$ cat src/rtl/ntt8_seq_ctrl.sv
// Sequential 8-point forward NTT: bit-reversed load, 12 shared radix-2 DIT
// butterflies over three stages, then a natural-order result stream.
module ntt8_seq_ctrl #(
    parameter int DATA_W = 8
) (
    input  logic                  clk_i,
    input  logic                  rst_i,
    input  logic [DATA_W-1:0]     mod_i,
    input  logic [4*DATA_W-1:0]   omegas_i,
    input  logic [DATA_W-1:0]     in_data_i,
    input  logic                  in_valid_i,
    output logic                  in_ready_o,
    output logic [DATA_W-1:0]     out_data_o,
    output logic                  out_valid_o,
    input  logic                  out_ready_i,
    output logic                  busy_o,
    output logic                  done_o
);

    localparam int STAGES = 3;

    typedef enum logic [1:0] {
        S_LOAD    = 2'd0,
        S_COMPUTE = 2'd1,
        S_OUTPUT  = 2'd2
    } state_t;

    state_t state_q, state_d;
    logic [3:0]        cnt_q, cnt_d;
    logic              out_valid_q, out_valid_d;
    logic              done_q, done_d;
    logic [DATA_W-1:0] out_data_q, out_data_d;

    logic [DATA_W-1:0]            mem_q [8];
    logic [DATA_W-1:0]            mod_q;
    logic [3:0][DATA_W-1:0]       om_q;

    function automatic logic [2:0] bitrev3(input logic [2:0] n);
        return {n[0], n[1], n[2]};
    endfunction

    function automatic logic [DATA_W-1:0] mod_add(input logic [DATA_W-1:0] a,
                                                  input logic [DATA_W-1:0] b,
                                                  input logic [DATA_W-1:0] q);
        logic [DATA_W:0] s;
        s = {1'b0, a} + {1'b0, b};
        if (s >= {1'b0, q}) s = s - {1'b0, q};
        return s[DATA_W-1:0];
    endfunction

    // A borrow out of the DATA_W+1 bit difference means a < b; adding q once fixes it.
    function automatic logic [DATA_W-1:0] mod_sub(input logic [DATA_W-1:0] a,
                                                  input logic [DATA_W-1:0] b,
                                                  input logic [DATA_W-1:0] q);
        logic [DATA_W:0] d;
        d = {1'b0, a} - {1'b0, b};
        if (d[DATA_W]) d = d + {1'b0, q};
        return d[DATA_W-1:0];
    endfunction

    function automatic logic [DATA_W-1:0] mod_mul(input logic [DATA_W-1:0] a,
                                                  input logic [DATA_W-1:0] b,
                                                  input logic [DATA_W-1:0] q);
        logic [2*DATA_W-1:0] p;
        logic [2*DATA_W-1:0] r;
        p = {{DATA_W{1'b0}}, a} * {{DATA_W{1'b0}}, b};
        r = p % {{DATA_W{1'b0}}, q};
        return r[DATA_W-1:0];
    endfunction

    logic [1:0]        stage;
    logic [1:0]        bfj;
    logic [2:0]        half, kk, top, bot, wsh;
    logic [DATA_W-1:0] tw, prod, bf_top, bf_bot;

    // Butterfly addressing: cnt_q[3:2] is the stage, cnt_q[1:0] the butterfly within it.
    always_comb begin
        stage  = cnt_q[3:2];
        bfj    = cnt_q[1:0];
        half   = 3'd1 << stage;
        kk     = {1'b0, bfj} & (half - 3'd1);
        top    = (({1'b0, bfj} >> stage) << (stage + 2'd1)) + kk;
        bot    = top + half;
        wsh    = kk << (2'd2 - stage);
        tw     = om_q[wsh[1:0]];
        prod   = mod_mul(tw, mem_q[bot], mod_q);
        bf_top = mod_add(mem_q[top], prod, mod_q);
        bf_bot = mod_sub(mem_q[top], prod, mod_q);
    end

    always_comb begin
        state_d     = state_q;
        cnt_d       = cnt_q;
        out_valid_d = out_valid_q;
        out_data_d  = out_data_q;
        done_d      = 1'b0;
        case (state_q)
            S_LOAD: begin
                if (in_valid_i) begin
                    cnt_d = cnt_q + 4'd1;
                    if (cnt_q == 4'd7) begin
                        cnt_d   = 4'd0;
                        state_d = S_COMPUTE;
                    end
                end
            end
            S_COMPUTE: begin
                cnt_d = cnt_q + 4'd1;
                // X[0] is final after stage 2 butterfly 0, so it can be presented
                // in the same edge that performs the last butterfly.
                if (cnt_q == 4'(STAGES * 4 - 1)) begin
                    cnt_d       = 4'd0;
                    state_d     = S_OUTPUT;
                    out_valid_d = 1'b1;
                    out_data_d  = mem_q[0];
                end
            end
            S_OUTPUT: begin
                if (out_ready_i) begin
                    if (cnt_q == 4'd7) begin
                        cnt_d       = 4'd0;
                        state_d     = S_LOAD;
                        out_valid_d = 1'b0;
                        done_d      = 1'b1;
                    end else begin
                        cnt_d      = cnt_q + 4'd1;
                        out_data_d = mem_q[cnt_q[2:0] + 3'd1];
                    end
                end
            end
            default: begin
                state_d     = S_LOAD;
                cnt_d       = 4'd0;
                out_valid_d = 1'b0;
            end
        endcase
    end

    always_ff @(posedge clk_i or posedge rst_i) begin
        if (rst_i) begin
            state_q     <= S_LOAD;
            cnt_q       <= 4'd0;
            out_valid_q <= 1'b0;
            out_data_q  <= '0;
            done_q      <= 1'b0;
        end else begin
            state_q     <= state_d;
            cnt_q       <= cnt_d;
            out_valid_q <= out_valid_d;
            out_data_q  <= out_data_d;
            done_q      <= done_d;
        end
    end

    // Working buffer and latched frame parameters carry no reset.
    always_ff @(posedge clk_i) begin
        if (state_q == S_LOAD && in_valid_i) begin
            mem_q[bitrev3(cnt_q[2:0])] <= in_data_i;
            if (cnt_q == 4'd0) begin
                mod_q <= mod_i;
                om_q  <= omegas_i;
            end
        end
        if (state_q == S_COMPUTE) begin
            mem_q[top] <= bf_top;
            mem_q[bot] <= bf_bot;
        end
    end

    assign in_ready_o  = (state_q == S_LOAD);
    assign busy_o      = (state_q != S_LOAD);
    assign out_valid_o = out_valid_q;
    assign out_data_o  = out_data_q;
    assign done_o      = done_q;

endmodule

$ cat config.mk
export PLATFORM = sky130hd
export DESIGN_NAME = ntt8_seq_ctrl
export DESIGN_NICKNAME = d
export VERILOG_FILES = /design/src/rtl/ntt8_seq_ctrl.sv
export SDC_FILE = /design/constraint.sdc
export NUM_CORES = 1
export LEC_CHECK = 0
export CORE_MARGIN = 5
export CORE_UTILIZATION = 65
export CTS_BUF_LIST = sky130_fd_sc_hd__clkbuf_8
export CTS_CLUSTER_DIAMETER = 120
export DETAILED_ROUTE_END_ITERATION = 10
export GPL_TIMING_DRIVEN = 0
export PLACE_DENSITY = 0.86
export SKIP_CTS_REPAIR_TIMING = 1
export SYNTH_ARGS = -nofsm -noshare
export SYNTH_HDL_FRONTEND = slang
export SYNTH_SLANG_ARGS = --single-unit
$ cat constraint.sdc
create_clock -name clk_i -period 49.5 [get_ports clk_i]
set_input_delay 4.95 -clock clk_i [delete_from_list [all_inputs] [get_ports clk_i]]
set_output_delay 4.95 -clock clk_i [all_outputs]
set_load 0.005 [all_outputs]
==> metrics.txt <==
Clock Latency Late Sink between 400 and 500 ps; NumNets Final about 2.1k; Fillers ~1.8k; Routed Antenna Nets 0; CP endpoint kind flip-flop; n_diodes 0; Post-synth EDFFs around 100; Hold Path Class reg2reg; clock tree sinks between 100 and 150; delay-heaviest family, CP compound AO/OA/AOI/OAI gates; initial antenna violation count 0; Syn Inst Count around 1.8k; Main synth FF type edfxtp_1; asr flop ratio synth a little over an eighth; max incr delay on CP 910 ps; Synth Register Bits 120; largest net degree at the start of global routing 29; via count about 15k; Initial Util 66.09%; Post-DP Area approximately 17000 µm²; Syn Area/Cell 9.065 µm²; Seq/Total Area, Yosys 21.92%; Final WS setup about 3100 ps; total track usage between 30 and 40%; first-pass GRT wire length 71840 µm; Residual DRC 0; 1st-iter DRT viols between 1.5k and 2k; Die ar. roughly 28000 µm²; Crit Path Category reg2reg; FP Rows 57; highest clock rate 21.56 MHz; Post-DP HPWL roughly 34000 µm; TritonCTS clock tree built; status complete, no violations; critical path's slowest cell a2111oi_1; layout cells sized above 1 between 10% and 20%; Req. time, crit path 49710 ps; Longest Clk Path Bufs 2; Clk pin slew, worst setup/hold paths about 90 ps; Yosys warnings 0; Synth cell types 98; io pins 64; Die Ht around 170 µm; max_slew headroom 1.271%; PortBufs 63; Setup Viol. Count Final 0; vias per cell around 6.8; Final Instance Area 17730 µm²; RD Place Congestion between 1 and 1.5; max-slew violations 0; Worst Path Max Fanout 10; worst-margin pin slew about 1500 ps; CTS buffer count 17; crit start category flip-flop; Syn-to-layout area delta 10.31%; WP data arrival between 40000 and 50000 ps; core area 24320 µm²; maxcap violations 0; syn_nets between 2k and 2.5k; worst clock skew 21.26 ps; fin crit period 46370 ps; grt ovf 0; Root Buffer clkbuf_8; die width 167.2 µm; fin crit share a little over nine tenths; WP buf/inv 17; Routed WL per cell about 21 µm; CP most frequent cell ha_1; drt total wl 45650 µm; dpl ws approximately 2500 ps; Fin. Hold Viols 0; CTS H-tree lvls 4; drt pass-1 iters 9; vias in the first global route 14.47k; setup TNS 0 ps; post-synth design cell area about 16000 µm²
-- cell usage in the layout, fill, tap and decap left out, types with 8 or more instances in the layout --
cell type,synthesis,layout
xor2_1,29,29
mux2i_1,71,65
fa_1,43,43
clkbuf_8,0,17
xnor2_1,60,59
nand4_1,15,15
o21ai_1,19,15
o211ai_1,24,24
mux4_2,47,47
inv_1,102,104
or3_1,12,12
o21a_1,44,44
mux2_2,39,39
nor2b_1,17,17
nand3_1,30,30
o21bai_1,11,11
nand2_1,167,166
nand2b_1,23,23
clkdlybuf4s50_1,0,63
a31oi_1,11,11
clkbuf_1,39,36
nor3_1,39,39
o21ai_0,130,128
a21o_1,39,39
o31ai_1,17,17
or2_2,20,20
a21oi_1,94,94
ha_1,176,176
and3_1,8,8
dfrtp_1,16,16
nor2_1,177,176
and2_1,11,11
edfxtp_1,104,104
-- layer usage --
layer	part of all wire (%)	GRT usage (%)
met5	0.055	0
met4	5.7	15.10
met3	9.5	5.068
met2	48	53.80
met1	37	37.83
-- logic make-up after synthesis --
family,after synthesis,synth area share (%)
simple gates,548,16.00
compound gates,474,19.83
flops,120,21.92
xor+xnor,90,4.990
mux,164,14.32
buf+inv,158,3.885
fa+ha+maj,219,19.06
-- worst paths after layout --
check | from | to | slack, ps | depth (start not counted)
min in group asynchronous | rst_i | state_q[0]$_DFFE_PP0P_ | 4910 | 2
min reg2reg | out_data_o[2]$_DFFE_PP0P_ | out_data_o[2]$_DFFE_PP0P_ | 490 | 2
max in group asynchronous | rst_i | cnt_q[1]$_DFFE_PP0P_ | 44150 | 2
max | cnt_q[2]$_DFFE_PP0P_ | mem_q[0][3]$_DFFE_PP_ | 3130 | 192
min | out_data_o[2]$_DFFE_PP0P_ | out_data_o[2]$_DFFE_PP0P_ | 490 | 2
max reg2reg | cnt_q[2]$_DFFE_PP0P_ | mem_q[0][3]$_DFFE_PP_ | 3130 | 192
-- state kept, by name, indices dropped and copies added (netlist names) --
register     count
mem_q           64
om_q            32
mod_q            8
out_data_o       8
cnt_q            4
state_q          2
done_o           1
out_valid_o      1
-- Yosys cell counts (8+ instances only) --
cell      count  area share (%)
a31oi_1      11            0.43
o21a_1       44             2.1
o21ai_1      19            0.59
or3_1        12            0.47
a21oi_1      94             2.9
fa_1         43             5.4
nor2_1      177             4.1
nand2b_1     23            0.90
xnor2_1      60             3.3
nor2b_1      17            0.66
and3_1        8            0.31
or2_2        20            0.78
mux2i_1      71             4.4
clkbuf_1     39            0.91
o21ai_0     130             4.0
edfxtp_1    104              19
o21bai_1     11            0.51
o211ai_1     24             1.1
nand2_1     167             3.9
xor2_1       29             1.6
mux4_2       47             6.6
and2_1       11            0.43
inv_1       102             2.4
dfrtp_1      16             2.5
nor3_1       39             1.2
nand4_1      15            0.58
o31ai_1      17            0.79
a21o_1       39             1.8
mux2_2       39             2.7
ha_1        176              14
nand3_1      30            0.93
-- worst register-to-register path: cells and delay by family, from the launching register on --
kind                       cells  cell delay (ps)
AOI/OAI and AO/OA             89            20170
adders and majority gates     27             9220
DFF                            1              390
and+or+nand+nor               50            10000
muxes                          7             2330
xor gates and xnor gates       2              360
buffers and inverters         17             3620
-- cell type report --
type                    instances  area (µm²)  share of cell area (%)
clock buffers                  17       234.0                   1.320
clock inverters                15       180.2                   1.016
repair buffers                 67       685.7                   3.868
flip-flops and latches        120        3523                   19.87
multi-input cells            1495       12070                   68.11
plain buffers                  54       239.0                   1.348
well taps                     324       405.4                   2.287
inverters                     103       386.6                   2.181
-- per-stage QoR --
step,hold slack (ps),instances,utilization [%]
6_report,493.6,2195,72.90
5_1_grt,535.4,2195,72.90
4_1_cts,492.5,2193,72.16
3_5_place_dp,474.5,2161,70.46
3_3_place_gp,467.8,2160,70.35
2_1_floorplan,473.3,1773,-
Power is not shown: default switching activity piles up to over one toggle a cycle in this logic, so the estimate is an artifact.
